===== src/rtl/serial_cmd_pkg.sv =====
// Shared constants and state encoding for the serial command bridge.
// Frame command bytes, response codes and the bridge FSM states.
package serial_cmd_pkg;

    localparam logic [7:0] CMD_READ   = 8'h01;
    localparam logic [7:0] CMD_WRITE  = 8'h02;

    localparam logic [7:0] RSP_RD_OK  = 8'h81;
    localparam logic [7:0] RSP_WR_OK  = 8'h82;
    localparam logic [7:0] RSP_BADCMD = 8'hE1;
    localparam logic [7:0] RSP_BUSTO  = 8'hE2;

    localparam int RESP_BYTES = 3;

    typedef enum logic [2:0] {
        S_IDLE  = 3'd0,
        S_RX_AH = 3'd1,
        S_RX_AL = 3'd2,
        S_RX_DH = 3'd3,
        S_RX_DL = 3'd4,
        S_BUS   = 3'd5,
        S_RESP  = 3'd6
    } state_t;

    function automatic logic is_rx_state(input state_t s);
        logic r;
        case (s)
            S_RX_AH, S_RX_AL, S_RX_DH, S_RX_DL: r = 1'b1;
            default:                            r = 1'b0;
        endcase
        return r;
    endfunction

endpackage


===== src/rtl/serial_resp_tx.sv =====
// Response sender: shifts out up to three loaded bytes to the UART transmitter,
// pacing strobes on tx_busy and never strobing in two consecutive cycles.
module serial_resp_tx
    import serial_cmd_pkg::*;
(
    input  logic                      clk,
    input  logic                      reset,
    input  logic                      load,
    input  logic [8*RESP_BYTES-1:0]   load_bytes,
    input  logic [1:0]                load_cnt,
    input  logic                      tx_busy,
    output logic [7:0]                tx_data,
    output logic                      tx_dstrb,
    output logic                      done
);

    logic [8*RESP_BYTES-1:0] shift_r;
    logic [1:0]              left_r;
    logic [7:0]              tx_data_r;
    logic                    tx_dstrb_r;
    logic                    done_r;

    // Byte shifter; a strobe in the previous cycle blocks this one because the
    // UART only raises tx_busy a cycle after it sees a strobe.
    always_ff @(posedge clk) begin
        if (reset) begin
            shift_r    <= {(8*RESP_BYTES){1'b0}};
            left_r     <= 2'd0;
            tx_data_r  <= 8'h00;
            tx_dstrb_r <= 1'b0;
            done_r     <= 1'b0;
        end else if (load) begin
            shift_r    <= load_bytes;
            left_r     <= load_cnt;
            tx_dstrb_r <= 1'b0;
            done_r     <= 1'b0;
        end else if ((left_r != 2'd0) && !tx_busy && !tx_dstrb_r) begin
            tx_data_r  <= shift_r[8*RESP_BYTES-1 -: 8];
            shift_r    <= {shift_r[8*RESP_BYTES-9:0], 8'h00};
            left_r     <= left_r - 2'd1;
            tx_dstrb_r <= 1'b1;
            done_r     <= (left_r == 2'd1);
        end else begin
            tx_dstrb_r <= 1'b0;
            done_r     <= 1'b0;
        end
    end

    assign tx_data  = tx_data_r;
    assign tx_dstrb = tx_dstrb_r;
    assign done     = done_r;

endmodule


===== src/rtl/serial_cmd_bridge.sv =====
// Serial command bridge: parses READ/WRITE frames from the UART, runs one
// register-bus transaction per frame and returns the response frame.
module serial_cmd_bridge
    import serial_cmd_pkg::*;
#(
    parameter int unsigned RX_TIMEOUT  = 1000000,
    parameter int unsigned BUS_TIMEOUT = 255
) (
    input  logic        clk,
    input  logic        reset,
    input  logic [7:0]  rx_data,
    input  logic        rx_dstrb,
    output logic        rx_busy,
    output logic [7:0]  tx_data,
    output logic        tx_dstrb,
    input  logic        tx_busy,
    output logic [15:0] bus_adr,
    output logic [15:0] bus_dat_o,
    input  logic [15:0] bus_dat_i,
    output logic        bus_we,
    output logic        bus_strb,
    input  logic        bus_ack
);

    localparam int RX_CW  = $clog2(RX_TIMEOUT + 1);
    localparam int BUS_CW = $clog2(BUS_TIMEOUT + 1);

    state_t              state_r;
    state_t              state_nx_s;
    logic [RX_CW-1:0]    rx_cnt_r;
    logic [BUS_CW-1:0]   bus_cnt_r;
    logic                rx_to_s;
    logic                bus_to_s;
    logic                ack_ok_s;
    logic                load_s;
    logic [8*RESP_BYTES-1:0] load_bytes_s;
    logic [1:0]          load_cnt_s;
    logic                tx_done_s;
    logic                rx_busy_r;
    logic                bus_strb_r;
    logic                bus_we_r;
    logic [15:0]         bus_adr_r;
    logic [15:0]         bus_dat_o_r;

    assign rx_to_s  = (rx_cnt_r == RX_CW'(RX_TIMEOUT));
    assign bus_to_s = (bus_cnt_r == BUS_CW'(BUS_TIMEOUT));
    // The strobe cycle itself has bus_cnt_r == 0, so an ack there is ignored.
    assign ack_ok_s = bus_ack && (bus_cnt_r != {BUS_CW{1'b0}});

    // Next-state decode and response loading.
    always_comb begin
        state_nx_s   = state_r;
        load_s       = 1'b0;
        load_bytes_s = {(8*RESP_BYTES){1'b0}};
        load_cnt_s   = 2'd0;
        case (state_r)
            S_IDLE: begin
                if (rx_dstrb) begin
                    if ((rx_data == CMD_READ) || (rx_data == CMD_WRITE)) begin
                        state_nx_s = S_RX_AH;
                    end else begin
                        state_nx_s   = S_RESP;
                        load_s       = 1'b1;
                        load_bytes_s = {RSP_BADCMD, 16'h0000};
                        load_cnt_s   = 2'd1;
                    end
                end else begin
                    state_nx_s = S_IDLE;
                end
            end
            S_RX_AH, S_RX_AL, S_RX_DH, S_RX_DL: begin
                if (rx_dstrb) begin
                    if (state_r == S_RX_AH) begin
                        state_nx_s = S_RX_AL;
                    end else if (state_r == S_RX_AL) begin
                        state_nx_s = bus_we_r ? S_RX_DH : S_BUS;
                    end else if (state_r == S_RX_DH) begin
                        state_nx_s = S_RX_DL;
                    end else begin
                        state_nx_s = S_BUS;
                    end
                end else if (rx_to_s) begin
                    state_nx_s = S_IDLE;
                end else begin
                    state_nx_s = state_r;
                end
            end
            S_BUS: begin
                if (ack_ok_s) begin
                    state_nx_s = S_RESP;
                    load_s     = 1'b1;
                    if (bus_we_r) begin
                        load_bytes_s = {RSP_WR_OK, 16'h0000};
                        load_cnt_s   = 2'd1;
                    end else begin
                        load_bytes_s = {RSP_RD_OK, bus_dat_i};
                        load_cnt_s   = 2'd3;
                    end
                end else if (bus_to_s) begin
                    state_nx_s   = S_RESP;
                    load_s       = 1'b1;
                    load_bytes_s = {RSP_BUSTO, 16'h0000};
                    load_cnt_s   = 2'd1;
                end else begin
                    state_nx_s = S_BUS;
                end
            end
            S_RESP: begin
                if (tx_done_s) begin
                    state_nx_s = S_IDLE;
                end else begin
                    state_nx_s = S_RESP;
                end
            end
            default: state_nx_s = S_IDLE;
        endcase
    end

    // State, flow control, timeout counters and frame capture.
    always_ff @(posedge clk) begin
        if (reset) begin
            state_r     <= S_IDLE;
            rx_busy_r   <= 1'b0;
            bus_strb_r  <= 1'b0;
            rx_cnt_r    <= {RX_CW{1'b0}};
            bus_cnt_r   <= {BUS_CW{1'b0}};
            bus_we_r    <= 1'b0;
            bus_adr_r   <= 16'h0000;
            bus_dat_o_r <= 16'h0000;
        end else begin
            state_r    <= state_nx_s;
            rx_busy_r  <= (state_nx_s == S_BUS) || (state_nx_s == S_RESP);
            bus_strb_r <= (state_nx_s == S_BUS) && (state_r != S_BUS);

            if (is_rx_state(state_r) && !rx_dstrb) begin
                if (!rx_to_s) begin
                    rx_cnt_r <= rx_cnt_r + RX_CW'(1);
                end
            end else begin
                rx_cnt_r <= {RX_CW{1'b0}};
            end

            if (state_r == S_BUS) begin
                if (!bus_to_s) begin
                    bus_cnt_r <= bus_cnt_r + BUS_CW'(1);
                end
            end else begin
                bus_cnt_r <= {BUS_CW{1'b0}};
            end

            if (rx_dstrb) begin
                case (state_r)
                    S_IDLE: begin
                        if ((rx_data == CMD_READ) || (rx_data == CMD_WRITE)) begin
                            bus_we_r    <= (rx_data == CMD_WRITE);
                            bus_dat_o_r <= 16'h0000;
                        end
                    end
                    S_RX_AH: bus_adr_r[15:8]   <= rx_data;
                    S_RX_AL: bus_adr_r[7:0]    <= rx_data;
                    S_RX_DH: bus_dat_o_r[15:8] <= rx_data;
                    S_RX_DL: bus_dat_o_r[7:0]  <= rx_data;
                    default: begin
                    end
                endcase
            end
        end
    end

    serial_resp_tx u_resp_tx (
        .clk        (clk),
        .reset      (reset),
        .load       (load_s),
        .load_bytes (load_bytes_s),
        .load_cnt   (load_cnt_s),
        .tx_busy    (tx_busy),
        .tx_data    (tx_data),
        .tx_dstrb   (tx_dstrb),
        .done       (tx_done_s)
    );

    assign rx_busy   = rx_busy_r;
    assign bus_strb  = bus_strb_r;
    assign bus_we    = bus_we_r;
    assign bus_adr   = bus_adr_r;
    assign bus_dat_o = bus_dat_o_r;

endmodule


===== config.mk =====
export PLATFORM = sky130hd
export DESIGN_NAME = serial_cmd_bridge
export DESIGN_NICKNAME = d
export VERILOG_FILES = /design/src/rtl/serial_cmd_pkg.sv /design/src/rtl/serial_resp_tx.sv /design/src/rtl/serial_cmd_bridge.sv
export SDC_FILE = /design/constraint.sdc
export NUM_CORES = 1
export LEC_CHECK = 0
export ABC_CLOCK_PERIOD_IN_PS = 6500
export BUFFER_PORTS_ARGS = -buffer_cell sky130_fd_sc_hd__buf_2
export CAP_MARGIN = 10
export CORE_ASPECT_RATIO = 1.25
export CORE_MARGIN = 2
export CORE_UTILIZATION = 62
export CTS_BUF_LIST = sky130_fd_sc_hd__clkbuf_4 sky130_fd_sc_hd__clkbuf_8
export CTS_CLUSTER_SIZE = 12
export DETAILED_ROUTE_END_ITERATION = 8
export PLACE_DENSITY = 0.9
export SETUP_SLACK_MARGIN = 0.3
export SLEW_MARGIN = 10
export SYNTH_ARGS = -nofsm -noshare
export SYNTH_HDL_FRONTEND = slang
export SYNTH_SLANG_ARGS = --single-unit
export TNS_END_PERCENT = 1

===== constraint.sdc =====
create_clock -name clk -period 6.5 [get_ports clk]
set_clock_uncertainty 0.05 [all_clocks]
set_input_delay 1.95 -clock clk [delete_from_list [all_inputs] [get_ports clk]]
set_output_delay 1.95 -clock clk [all_outputs]
set_load 0.03 [all_outputs]

==> metrics.csv <==
stage;metric;value;unit
synth;syn_area;4360;sq um
flow_run;cap_violations;0;
setup_path;cpPeakStageDelay;530;ps
route;remaining_drcs;0;
die;design.portCount;73;
layout;fin_nets;626;
setup_path;crit_path_cell_trace;buf_2, nor4_2, a311o_2, nor3b_4, and2_1, a22oi_1, nor2_1;
clock_network;post_cts_buffers;0;
timing;fin_setup_tns;0;ps
place;portBuffers;72;
timing;whs;405;ps
clock_network;ctsRootBufferMaster;sky130_fd_sc_hd__clkbuf_8;
setup_path;crit_path_start_kind;input pin;
global_routing;number_of_antenna_violations_at_the_first_check_in_global_routing;0;
timing;clock.fmax;265;MHz
route;via_count;3890;
clock_network;resized_cells_post_cts;0;
route;drt_first_iter_violations;299;
timing;timing.final.max_slew_violations;0;
power;p_leak;1.88;nW
synth;yosys.area.top_type;sky130_fd_sc_hd__dfxtp_1;
synth;synth.top_cell.area_share;46.9;%
synth;synthesis.instances;532;
synth;synth_commonest_cells;sky130_fd_sc_hd__nand2_1, sky130_fd_sc_hd__dfxtp_1, sky130_fd_sc_hd__nor2_1, sky130_fd_sc_hd__a21oi_1, sky130_fd_sc_hd__nand3_1;
setup_path;crit-reg2reg-launch;state_r[2]$_SDFF_PP0_;
clock_network;htreeDepth;3;
place;detailedPlace.worstSlack;2350;ps
global_routing;grt_first_pass_wirelength;16.2;mm
die;floorplan.core_area;6890;sq um
setup_path;setup.worst_path.class;input pin to flop;
synth;yosysSeqAreaShare;46.9;%
status;outcome;finished, final reports clean;
setup_path;timing.critical_path.buf_inv;1;
timing;setup_viol;0;
clock_network;clk_latency;360;ps
synth;synthesis.area_per_instance;8.19;sq um
die;die_area;7720;sq um
power;power.density;285;nW/um^2
timing;number_of_hold_violations_in_the_final_report;0;
clock_network;clock_sinks;102;
clock_network;holdBufCountCts;0;
timing;clock_period_minus_worst_slack;3780;ps
setup_path;crit_slowest_cell;sky130_fd_sc_hd__nor3b_4;
synth;async_flop_share;0;%
setup_path;setup.reg_to_reg.worst_slack;3700;ps
synth;synth_seq_cells;102;
timing;timing_worst_slew_pin_value;1120;ps
layout;area_delta_synth_final;13.2;%
global_routing;grt_pass1_vias;3711;
power;post-layout-total-power;1.41;mW
setup_path;cp_data_arrival_time;4030;ps
die;floorplan.initialDensity;63.2;%
place;dp_hpwl;6.87;mm
setup_path;cp-end-kind;flop;
global_routing;grt_util_all_layers;25.5;%
place;gp_congestion;0.816;
power;worst_ir_drop_vdd;0.163;mV
synth;yosys.cell_count.top_type;sky130_fd_sc_hd__nand2_1;
synth;post_synth_num_cell_types;54;
route;drtPass1Iterations;5;
route;final_antenna_net_count;0;
clock_network;cts_bufs_inserted;9;
route;wirelength;9.53;mm
timing;worst_slew_margin_rel;25.0;%
timing;grt_setup_unrepaired;no;
min_path;timing.hold.worst.class;flop to flop;
timing;final_ws_setup;2720;ps
route;drt-vias-per-instance;5.67;
min_path;min_from;bus_dat_o[4]$_SDFFE_PP0P_;
layout;drive_above_1_share;17.3;%
timing;min_period_over_period;58.1;%
place;dpl-instance-area;4730;sq um
global_routing;pin_count_of_the_biggest_net_entering_global_routing;38;
clock_network;path_clk_slew;100;ps
route;avgRoutedWirePerCell;13.9;um
die;rows;34;
layout;finalInstanceArea;4930;sq um
layout;insertedDiodeCount;0;
synth;synth-main-ff-cell;sky130_fd_sc_hd__dfxtp_1;
synth;synth_warnings;0;
clock_network;clk_path_buf_depth;2;
die;die-width;79.0;um
clock_network;clock_tree_from_tritoncts;yes;
synth;synth_edf_count;0;
die;die_height;97.7;um
synth;syn_nets;567;
setup_path;critical_path.top_delay_family;simple AND/OR/NAND/NOR gates;
setup_path;timing.critical_path.required;6760;ps
setup_path;cp_max_fo;15;
global_routing;overflow_after_grt;0;
synth;ys_top_cells_by_area;sky130_fd_sc_hd__dfxtp_1, sky130_fd_sc_hd__nand2_1, sky130_fd_sc_hd__a21oi_1, sky130_fd_sc_hd__nor2_1, sky130_fd_sc_hd__xor2_1;
setup_path;crit_start;rx_data[2];
## final timing paths
kind | to | cells after the start
setup / recovery | u_resp_tx.shift_r[20]$_SDFFE_PP0P_ | 7
hold / removal | bus_dat_o[4]$_SDFFE_PP0P_ | 2
setup reg to reg | u_resp_tx.shift_r[20]$_SDFFE_PP0P_ | 6
hold reg to reg | bus_dat_o[4]$_SDFFE_PP0P_ | 2
## placed cells by master (no fill, tap or decap), types with 2 or more instances in the layout
| master | instances |
|---|---|
| sky130_fd_sc_hd__or2_2 | 2 |
| sky130_fd_sc_hd__nand2b_1 | 4 |
| sky130_fd_sc_hd__o21ai_1 | 7 |
| sky130_fd_sc_hd__o21ai_0 | 8 |
| sky130_fd_sc_hd__inv_1 | 9 |
| sky130_fd_sc_hd__a22oi_1 | 14 |
| sky130_fd_sc_hd__dfxtp_1 | 102 |
| sky130_fd_sc_hd__clkbuf_8 | 9 |
| sky130_fd_sc_hd__a211oi_1 | 9 |
| sky130_fd_sc_hd__a21oi_1 | 49 |
| sky130_fd_sc_hd__xor2_1 | 14 |
| sky130_fd_sc_hd__nor2b_1 | 5 |
| sky130_fd_sc_hd__and2_1 | 8 |
| sky130_fd_sc_hd__a31oi_1 | 3 |
| sky130_fd_sc_hd__nand3_1 | 21 |
| sky130_fd_sc_hd__or2_1 | 2 |
| sky130_fd_sc_hd__nand3b_1 | 3 |
| sky130_fd_sc_hd__and3_1 | 8 |
| sky130_fd_sc_hd__nand2_1 | 109 |
| sky130_fd_sc_hd__buf_2 | 72 |
| sky130_fd_sc_hd__xnor2_1 | 8 |
| sky130_fd_sc_hd__ha_1 | 6 |
| sky130_fd_sc_hd__clkinv_4 | 2 |
| sky130_fd_sc_hd__nor3_1 | 7 |
| sky130_fd_sc_hd__nor2_1 | 58 |
| sky130_fd_sc_hd__or3_1 | 4 |
| sky130_fd_sc_hd__nor4b_1 | 3 |
| sky130_fd_sc_hd__nor4_2 | 3 |
| sky130_fd_sc_hd__o211ai_1 | 3 |
| sky130_fd_sc_hd__clkinvlp_4 | 2 |
| sky130_fd_sc_hd__nand4_1 | 14 |
| sky130_fd_sc_hd__or4b_1 | 3 |
## cell families (layout without fill, tap and decap cells)
logic type                 Yosys count  in the layout  synth area share (%)
muxes                                1              1                 0.230
and+or+nand+nor                    263            263                  29.0
buffers and inverters               34             98                  3.25
AOI/OAI and AO/OA                  104            104                  14.5
adders and majority gates            6              6                  1.72
DFF                                102            102                  46.9
xor gates and xnor gates            22             22                  4.42
## cell type report
type                    count  area [sq um]
repair buffers             73           368
well taps                  90           113
multi-input cells         396          2170
inverters                   9          33.8
clock inverters             6          71.3
fillers                   545          1960
flip-flops and latches    102          2040
clock buffers              10           131
## per-layer routing
| metal | track usage (%) | share of wire (%) |
|---|---|---|
| met1 | 31.8 | 42 |
| met2 | 44.4 | 51 |
| met5 | 0 | 0 |
| met3 | 3.62 | 5.4 |
| met4 | 9.42 | 1.4 |
## flip-flops by register name, indices dropped and copies added (netlist names), 2 cells and up
signal / count
bus_adr: 16
bus_cnt_r: 8
bus_dat_o: 16
rx_cnt_r: 20
state_r: 3
u_resp_tx.left_r: 2
u_resp_tx.shift_r: 24
u_resp_tx.tx_data: 8
## power breakdown
group / switching [mW] / internal, mW / total [mW]
combinational: 0.190 / 0.0973 / 0.287
sequential: 0.0449 / 0.671 / 0.716
clock: 0.218 / 0.185 / 0.403
total: 0.452 / 0.953 / 1.41
## stage by stage
step	utilization [%]	std cells
after CTS	71.6	686
after global placement	68.6	670
after detailed placement	68.6	670
after floorplan	-	532
final	71.6	686
after global routing	71.6	686
## worst reg2reg max path: cells and delay by family, from the launching register on
family | cells | cell delay, ps
compound gates | 2 | 950
simple gates | 4 | 930
flops | 1 | 760
(Power assumes the default switching activity.)
